[src/rtl/chdr_conv_arbiter.sv]
// chdr_conv_arbiter
// -----------------------------------------------------------------------------
// Packet-granular 2:1 arbiter that shares one CHDR sample-format converter
// between two CHDR input streams. It grants one input for a whole packet, from
// the header beat through tlast, then goes back to IDLE and arbitrates again.
// Arbitration is round-robin by default, or fixed priority to port 0.
//
// Ports
//   clk, rst                 clock; asynchronous active-high reset
//   i0_* / i1_*              CHDR input streams (64-bit tdata, tvalid, tlast,
//                            tready back to the source)
//   o_*                      CHDR stream to the converter's slave port
//   set_stb/addr/data        settings bus; control register at BASE holds
//                            {fixed_prio, en1, en0} in bits [2:0]
//   pkt_cnt0, pkt_cnt1       per-port completed-packet counters (wrapping)
//   busy                     high while a packet is granted
// -----------------------------------------------------------------------------
module chdr_conv_arbiter #(
    parameter logic [7:0]  BASE  = 8'd0,
    parameter int unsigned CNT_W = 16
) (
    input  logic             clk,
    input  logic             rst,
    input  logic [63:0]      i0_tdata,
    input  logic             i0_tvalid,
    input  logic             i0_tlast,
    output logic             i0_tready,
    input  logic [63:0]      i1_tdata,
    input  logic             i1_tvalid,
    input  logic             i1_tlast,
    output logic             i1_tready,
    output logic [63:0]      o_tdata,
    output logic             o_tvalid,
    output logic             o_tlast,
    input  logic             o_tready,
    input  logic             set_stb,
    input  logic [7:0]       set_addr,
    input  logic [31:0]      set_data,
    output logic [CNT_W-1:0] pkt_cnt0,
    output logic [CNT_W-1:0] pkt_cnt1,
    output logic             busy
);

    typedef enum logic [1:0] {
        IDLE   = 2'd0,
        GRANT0 = 2'd1,
        GRANT1 = 2'd2
    } state_t;

    localparam logic [CNT_W-1:0] CNT_ONE = {{(CNT_W-1){1'b0}}, 1'b1};

    state_t     state_reg;
    logic       last_grant_reg;
    logic [2:0] ctrl_reg;
    logic       en0, en1, fixed_prio;
    logic       req0, req1;
    logic       pkt_done;
    logic [1:0] granted;

    // Only the low three bits of the control word are meaningful.
    logic unused_set_data;
    assign unused_set_data = ^set_data[31:3];

    assign en0        = ctrl_reg[0];
    assign en1        = ctrl_reg[1];
    assign fixed_prio = ctrl_reg[2];

    // Requests are only looked at in IDLE, so disabling a port mid-packet
    // never truncates the packet in flight.
    assign req0 = en0 && i0_tvalid;
    assign req1 = en1 && i1_tvalid;

    assign granted[0] = (state_reg == GRANT0);
    assign granted[1] = (state_reg == GRANT1);
    assign busy       = (state_reg != IDLE);

    // Control register
    always_ff @(posedge clk or posedge rst) begin
        if (rst) begin
            ctrl_reg <= 3'b011;
        end else if (set_stb && (set_addr == BASE)) begin
            ctrl_reg <= set_data[2:0];
        end
    end

    // Zero-latency data path: the granted input is wired straight through.
    // In IDLE nothing is valid and nothing is ready, so no beat can move.
    always_comb begin
        o_tdata   = 64'd0;
        o_tvalid  = 1'b0;
        o_tlast   = 1'b0;
        i0_tready = 1'b0;
        i1_tready = 1'b0;
        case (state_reg)
            GRANT0: begin
                o_tdata   = i0_tdata;
                o_tvalid  = i0_tvalid;
                o_tlast   = i0_tlast;
                i0_tready = o_tready;
            end
            GRANT1: begin
                o_tdata   = i1_tdata;
                o_tvalid  = i1_tvalid;
                o_tlast   = i1_tlast;
                i1_tready = o_tready;
            end
            default: ;
        endcase
        pkt_done = o_tvalid && o_tready && o_tlast;
    end

    // Arbitration FSM. Returning to IDLE after every tlast costs one bubble
    // cycle per packet but keeps the grant decision fully registered.
    always_ff @(posedge clk or posedge rst) begin
        if (rst) begin
            state_reg      <= IDLE;
            last_grant_reg <= 1'b1;   // port 0 wins the first tie
        end else begin
            case (state_reg)
                IDLE: begin
                    // Port 0 wins when alone, under fixed priority, or when
                    // port 1 had the previous grant.
                    if (req0 && (!req1 || fixed_prio || last_grant_reg)) begin
                        state_reg <= GRANT0;
                    end else if (req1) begin
                        state_reg <= GRANT1;
                    end
                end
                GRANT0: begin
                    if (pkt_done) begin
                        state_reg      <= IDLE;
                        last_grant_reg <= 1'b0;
                    end
                end
                GRANT1: begin
                    if (pkt_done) begin
                        state_reg      <= IDLE;
                        last_grant_reg <= 1'b1;
                    end
                end
                default: state_reg <= IDLE;
            endcase
        end
    end

    // Per-port completed-packet counters, wrapping modulo 2^CNT_W.
    genvar gi;
    generate
        for (gi = 0; gi < 2; gi++) begin : g_cnt
            logic [CNT_W-1:0] cnt_reg;
            always_ff @(posedge clk or posedge rst) begin
                if (rst) begin
                    cnt_reg <= '0;
                end else if (granted[gi] && pkt_done) begin
                    cnt_reg <= cnt_reg + CNT_ONE;
                end
            end
        end
    endgenerate

    assign pkt_cnt0 = g_cnt[0].cnt_reg;
    assign pkt_cnt1 = g_cnt[1].cnt_reg;

endmodule

[config.mk]
export PLATFORM = sky130hd
export DESIGN_NAME = chdr_conv_arbiter
export DESIGN_NICKNAME = d
export VERILOG_FILES = /design/src/rtl/chdr_conv_arbiter.sv
export SDC_FILE = /design/constraint.sdc
export NUM_CORES = 1
export LEC_CHECK = 0
export BUFFER_PORTS_ARGS = -buffer_cell sky130_fd_sc_hd__clkbuf_2
export CAP_MARGIN = 5
export CORE_AREA = 2 2 107 109
export CTS_CLUSTER_DIAMETER = 150
export DETAILED_ROUTE_END_ITERATION = 10
export DIE_AREA = 0 0 109 111
export PLACE_DENSITY = 0.71
export REMOVE_ABC_BUFFERS = 1
export SLEW_MARGIN = 20
export SYNTH_ARGS = -nofsm -noshare
export SYNTH_HDL_FRONTEND = slang
export SYNTH_SLANG_ARGS = --single-unit
[constraint.sdc]
create_clock -name clk -period 2.6 [get_ports clk]
set_clock_uncertainty 0.2 [all_clocks]
set_input_delay 0.26 -clock clk [delete_from_list [all_inputs] [get_ports clk]]
set_output_delay 0.26 -clock clk [all_outputs]
set_load 0.05 [all_outputs]
# [Word-level counts from Yosys, hierarchy flattened]
# Index checks and enable logic that the tools add are counted.
[word_totals] reg_bits=38 in_bits=176 out_inout_bits=101 word_cells=43
[op_classes] n_addsub=2 eq_ne=6 n_mux=12 n_reduce_logical=18
[op_table] op="64-bit case mux with 2 select lines" n=1
[op_table] op="16-bit by 1-bit adder with 16-bit output, second input constant" n=2
[op_table] op="1-bit logical AND" n=8
[op_table] op="8-bit logical NOT" n=1
[op_table] op="2-bit two-way mux" n=3
[op_table] op="1-bit case mux with 2 select lines" n=3
[op_table] op="1-bit two-way mux" n=4
[op_table] op="2-bit inequality test, second input constant" n=2
[op_table] op="2-bit case mux with 2 select lines" n=1
[op_table] op="2-bit nonzero test" n=2
[op_table] op="3-bit inequality test, second input constant" n=1
[op_table] op="3-bit AND reduction" n=1
[op_table] op="2-bit by 1-bit equality test with 1-bit output, second input constant" n=1
[op_table] op="2-bit equality test, second input constant" n=1
[op_table] op="2-bit logical NOT" n=1
[op_table] op="1-bit logical OR" n=2
[op_table] op="2-bit by 1-bit inequality test with 1-bit output, second input constant" n=1
[op_table] op="2-bit AND reduction" n=1
[op_table] op="2-bit OR reduction" n=1
[op_table] op="1-bit logical NOT" n=1

# [Depth between registers and ports, before layout]
# Gate-level depths: netlist of run 1.
[logic_depth] depth_word=7 mapped_depth=9 ltp_nobuf=7

# [Worst setup path after synthesis of run 1]
# OpenSTA, ideal clock, no wires.
[synth_path] path_type="register to output" startpoint="register state_reg[0]" endpoint="output o_tdata[46]" arrival_time_ps=2183 required_time_ps=2140 slack_ps=-43 stages_incl_launch_ff=8 path_buffers=3 cell_sequence="dfrtp_1 inv_1 ha_1 buf_4 clkbuf_1 clkbuf_1 a22oi_1 nor2b_1"
[synth_between] elab_chain_len=2 elab_cells_between_ends=3 cone_classes="eq/ne: 2; mux: 1"
[synth_rtl] item="start, declared" line_no="52" source="state_t state_reg;"
[synth_rtl] item="start signal, assigned" line_no="116" source="state_reg <= IDLE;"
[synth_rtl] item="start signal, assigned" line_no="124" source="state_reg <= GRANT0;"
[synth_rtl] item="start signal, assigned" line_no="126" source="state_reg <= GRANT1;"
[synth_rtl] item="2-bit equality test"
[synth_rtl] item="named net granted[1]" line_no="58" source="logic [1:0] granted;"
[synth_rtl] item="64-bit case mux with 2 select lines" line_no="94" source="case (state_reg)"
[synth_rtl] item="end, declared" line_no="32" source="output logic [63:0] o_tdata,"
# The timed path passes the listed nets, and every way through them passes these cells.

# [Worst setup path in the final report of run 1]
[layout_path] startpoint="register state_reg[0]" endpoint="output o_tdata[41]"
# Same word-level chain as after synthesis.

==> impl_metrics.ini, run 1 <==
[sta]
fin_crit_sh = 0.935
setup_viol = 0
period_needed_ns = 2.43
fin_setup_tns_ns = 0
fmax_ghz = 0.412
rsz0062_at_grt = no
tightest_slew_ns = 0.465
hold_violations = 0
relSlewSlack = 0.690
final_max_slew_viol_count = 0

[drt]
vias_per_cell = 4.75
post-route-drc-count = 0
finalWirelength_um = 10600
wl_per_cell_um = 15.1
drt_iter0_markers = 195
ant_nets = 0
num_vias = 3338
drtPass1Iterations = 4

[clock_tree]
cts_made_buffers = 5
h-tree-depth = 2
clockBufferDepth = 2
clock_latency_ns = 0.28
clock_sinks = 38
post_cts_resized = 0
clk_pin_slew_worst_paths_ns = 0.06
post_cts.repair.setup_buffers = 0
cts_tree = done
ctsHoldBuffers = 1
root_buffer = clkbuf_16

[setup_path]
arrival_ns = 1.97
slowest_stage = dfrtp_1
critical_path.max_stage_delay_ns = 0.38
path_class = register to output port
crit_buf_inv = 3
path_cells = inv_1 -> ha_2 -> buf_12 -> a22oi_1 -> nor2b_1 -> clkbuf_2
cp.required_ns = 2.14
start_kind = register
cp_top_family = buffers and inverters
critical_path.endpoint_type = output port
cp_max_fo = 56

[logic_synthesis]
yosys.area.top_type = dfrtp_1
yosysSeqAreaShare = 0.337
yosysUniqueCellTypes = 37
synth_seq_cells = 38
synth_common_cells = a22oi_1 (67), nor2b_1 (66), dfrtp_1 (35)
yosysWarnings = 0
synthTopCellsByArea = dfrtp_1 (31%), a22oi_1 (18%), nor2b_1 (15%)
synth.cell_area_um2 = 2840
yosysMostFrequentCell = a22oi_1
synth_async_sr_flop_share = 1.00
synth_edf_count = 0
synth_top_area_frac = 0.309
synthFlopType = dfrtp_1
synthCells = 322
synth.avg_cell_area_um2 = 8.81

[power_and_ir_drop]
leakage_uw = 0.00224
ir_worst_vdd_mv = 0.501
pwr-share-seq = 0.191
p_sw_uw = 1430
p_comb_frac = 0.565
totalPowerFinal_uw = 3250
power.internal_uw = 1820
clockPowerShare = 0.244
swShare = 0.440
power.density_cell_area_nw_per_um2 = 730

[run]
cap_violations = 0

[grt]
antenna_found_initial = 0
grt_pass1_wl_um = 16000
grt.overflow.total = 0
grt_pass1_vias = 3186
grt_max_degree = 70
grt_usage = 0.168

[cells_and_area]
regArea_um2 = 955
fillers = 1118
stdcell_area_um2 = 4450
multi_input_area_um2 = 1760
fin_util = 0.401
area_growth_pct = 56.8
diodes = 0
fin_nets = 740
drive_gt1_frac = 0.496

[place]
gp_congestion = 0.820
postPlaceCellArea_um2 = 4240
dp_hpwl_um = 8750
portBuffers = 247

[floorplan]
die_area_um2 = 12100
die_x_um = 109
start_util = 0.256
die_y_um = 111
io_pins = 277
num_rows = 39
core_um2 = 11100

[outcome]
status = finished, final reports clean

[worst_hold_path]
hold_class = input pin to register
[power groups by stage]
stage / Sequential, uW / Combinational [uW] / Clock [uW]
final: 619 / 1840 / 792
after global routing: 621 / 1980 / 830
after CTS: 619 / 1860 / 802
after detailed placement: 630 / 1860 / 0
after global placement: 629 / 1820 / 0
after floorplan: 635 / 1260 / 0
[layer usage]
layer	vias to the layer above	track usage	routed length, um
met5	-	0	0
met4	0	0.0632	341
met1	1550	0.204	4400
met2	147	0.286	5070
met3	22	0.0376	829
li1	1619	-	-
[area by class of cell]
cell class	instances	share of cell area
clock buffer	5	0.0281
clock inverter	3	0.0155
inverter	7	0.00591
multi-input combinational	252	0.395
sequential	38	0.215
tap	143	0.0402
timing repair buffer	255	0.301
[stage by stage]
step | instances | worst slack, ns | hold WS [ns]
floorplan | 297 | -0.811 | 0.210
global placement | 694 | 0.384 | 0.165
detailed placement | 694 | 0.339 | 0.182
CTS | 703 | 0.151 | 0.00880
global route | 703 | 0.0496 | 0.0164
finish | 703 | 0.170 | 0.00827
[cells by family (layout without fill, tap and decap cells)]
family,after synthesis,in the layout,share of synthesized area
AND/OR/NAND/NOR,137,137,0.280
AO/OA/AOI/OAI,75,75,0.199
flip-flops,38,38,0.337
buffers and inverters,32,270,0.0468
XOR/XNOR,30,30,0.0953
adder cells (fa/ha/maj),5,5,0.0221
multiplexers,5,5,0.0199
[cell usage in the layout (no fill, tap or decap), drive strengths merged, types with 2 or more instances in the layout]
| cell | synthesis | layout |
|---|---|---|
| clkbuf | 18 | 252 |
| a22oi | 68 | 68 |
| nor2b | 66 | 66 |
| dfrtp | 35 | 35 |
| nand2 | 18 | 18 |
| xnor2 | 17 | 17 |
| nand3 | 16 | 16 |
| xor2 | 13 | 13 |
| nor2 | 12 | 12 |
| inv | 7 | 7 |
| nor3 | 7 | 7 |
| buf | 7 | 7 |
| and3 | 6 | 6 |
| mux2 | 5 | 5 |
| ha | 5 | 5 |
| dfstp | 3 | 3 |
| nand4 | 3 | 3 |
| nor4 | 2 | 2 |
| and2 | 2 | 2 |
| bufinv | 0 | 2 |
| o21ai | 2 | 2 |
[final timing paths]
kind / start / endpoint / slack [ns] / cells past startpoint
min in group asynchronous: rst / pkt_cnt0[8] / 0.41 / 4
worst min-delay path: set_data[0] / ctrl_reg[0] / 0.008 / 2
worst min register to register: pkt_cnt0[15] / pkt_cnt0[15] / 0.28 / 1
max in group asynchronous: rst / ctrl_reg[1] / 1.44 / 4
worst max-delay path: state_reg[0] / o_tdata[41] / 0.17 / 6
worst max register to register: state_reg[1] / pkt_cnt0[9] / 0.32 / 8
(Power assumes the default switching activity.)
==> run 2: changes to the inputs <==
==> constraint.sdc (replaced) <==
create_clock -name clk -period 2.6 [get_ports clk]
set_clock_uncertainty 0.2 [all_clocks]
set_input_delay 0.52 -clock clk [delete_from_list [all_inputs] [get_ports clk]]
set_output_delay 0.52 -clock clk [all_outputs]
set_load 0.05 [all_outputs]
==> impl_metrics.ini, run 2 (synthesis gave the netlist of run 1 again) <==
[outcome]
status = finished, final reports clean

[drt]
num_vias = 3373
drt_iter0_markers = 175
ant_nets = 0
finalWirelength_um = 11300
drtPass1Iterations = 4
wl_per_cell_um = 16.1
post-route-drc-count = 0
vias_per_cell = 4.80

[floorplan]
start_util = 0.256
die_area_um2 = 12100
core_um2 = 11100
num_rows = 39
io_pins = 277
die_x_um = 109
die_y_um = 111

[setup_path]
path_class = register to output port
cp.required_ns = 1.88
arrival_ns = 1.85
slowest_stage = dfrtp_1
path_cells = inv_1 -> ha_2 -> buf_12 -> a22oi_1 -> nor2b_1 -> clkbuf_4
critical_path.endpoint_type = output port
critical_path.max_stage_delay_ns = 0.39
cp_max_fo = 31
start_kind = register

[cells_and_area]
stdcell_area_um2 = 4890
fin_nets = 739
mostFrequentLayoutCell = clkbuf_2
area_growth_pct = 72.4
fin_util = 0.441
diodes = 0
final_cell_mix = clkbuf_2 (182), a22oi_1 (66), nor2b_1 (53)
drive_gt1_frac = 0.521

[sta]
relSlewSlack = 0.642
setup_viol = 0
rsz0062_at_grt = yes
final_max_slew_viol_count = 0
fmax_ghz = 0.390
period_needed_ns = 2.57
fin_ws_ns = 0.0333
hold_violations = 0
tightest_slew_ns = 0.534
fin_crit_sh = 0.987

[grt]
grt_pass1_vias = 3204
grt_pass1_wl_um = 16000
antenna_found_initial = 0
grt_max_degree = 73
grt.overflow.total = 0
grt_usage = 0.168

[clock_tree]
root_buffer = clkbuf_16
h-tree-depth = 2
clk_pin_slew_worst_paths_ns = 0.06
clock_latency_ns = 0.28
clock_sinks = 38
cts_tree = done
clockBufferDepth = 2
cts_made_buffers = 5

[place]
portBuffers = 247
dp_slack_ns = 0.227
gp_congestion = 0.806
dp_hpwl_um = 8920
postPlaceCellArea_um2 = 4580

[power_and_ir_drop]
leakage_uw = 0.00232
swShare = 0.445
clockPowerShare = 0.181
power.density_cell_area_nw_per_um2 = 676
power.internal_uw = 1830
p_comb_frac = 0.631
pwr-share-seq = 0.188
ir_worst_vdd_mv = 0.443
p_sw_uw = 1470

[worst_hold_path]
hold_class = input pin to asynchronous set/reset pin

[run]
cap_violations = 0
==> run 2: changes by cell type in the layout (fill, tap and decap cells not counted), sizes merged <==
cell / change
buf: +26
clkbuf: -24
bufinv: -2
dlygate4sd3: -1
==> run 2: path summary, 6_finish.rpt <==
path | from | endpoint | slack [ns] | cells past startpoint
min in group clk | pkt_cnt1[15] | pkt_cnt1[15] | 0.28 | 1
worst min register to register | pkt_cnt1[15] | pkt_cnt1[15] | 0.28 | 1
max in group asynchronous | rst | ctrl_reg[1] | 1.69 | 3
worst max-delay path | state_reg[0] | o_tdata[53] | 0.03 | 6
worst min-delay path | rst | pkt_cnt0[0] | 0.15 | 3
worst max register to register | state_reg[0] | pkt_cnt0[8] | 0.14 | 8
==> run 2: per-layer routing <==
metal,vias to the layer above,part of all wire,routed length (um),GRT usage
li1,1615,-,-,-
met1,1602,0.40,4580,0.201
met2,144,0.50,5720,0.306
met3,12,0.075,845,0.0329
met4,0,0.017,193,0.0385
met5,-,0,0,0
==> run 2: power by group through the flow <==
stage	Combinational, uW	Clock, uW	Sequential [uW]
global route	2220	631	623
detailed placement	1990	0	630
finish	2090	599	620
global placement	1940	0	628
floorplan	1260	0	635
CTS	2000	608	620
==> run 2: through the flow <==
stage / power [uW] / setup TNS, ns / hold slack (ns) / cells
after detailed placement: 2620 / 0 / 0.270 / 693
after global routing: 3470 / -0.723 / 0.206 / 702
after floorplan: 1900 / -80.99 / 0.237 / 297
after CTS: 3230 / -0.00269 / 0.163 / 701
after global placement: 2570 / 0 / 0.260 / 693
final: 3300 / 0 / 0.147 / 702
==> run 2: cell type report <==
cell class | instances | area (um2)
inverters | 7 | 26.3
clock inverters | 1 | 5.00
multi-input cells | 252 | 1790
clock buffers | 7 | 143
fillers | 1071 | 6190
well taps | 143 | 179
repair buffers | 254 | 1790
flip-flops and latches | 38 | 955
==> run 2: what timing repair did <==
item / in CTS / in global routing
hold buffers: 0 / 0
gates resized for setup: 2 / 92
setup endpoints to repair: 2 / 64
gates cloned: 0 / 1
setup buffers: 0 / 0
==> run 2: critical path, delay by kind of cell (launching register included) <==
family,cells,cell delay [ns]
buf+inv,3,0.58
compound gates,1,0.13
fa+ha+maj,1,0.29
simple gates,1,0.16
flops,1,0.39
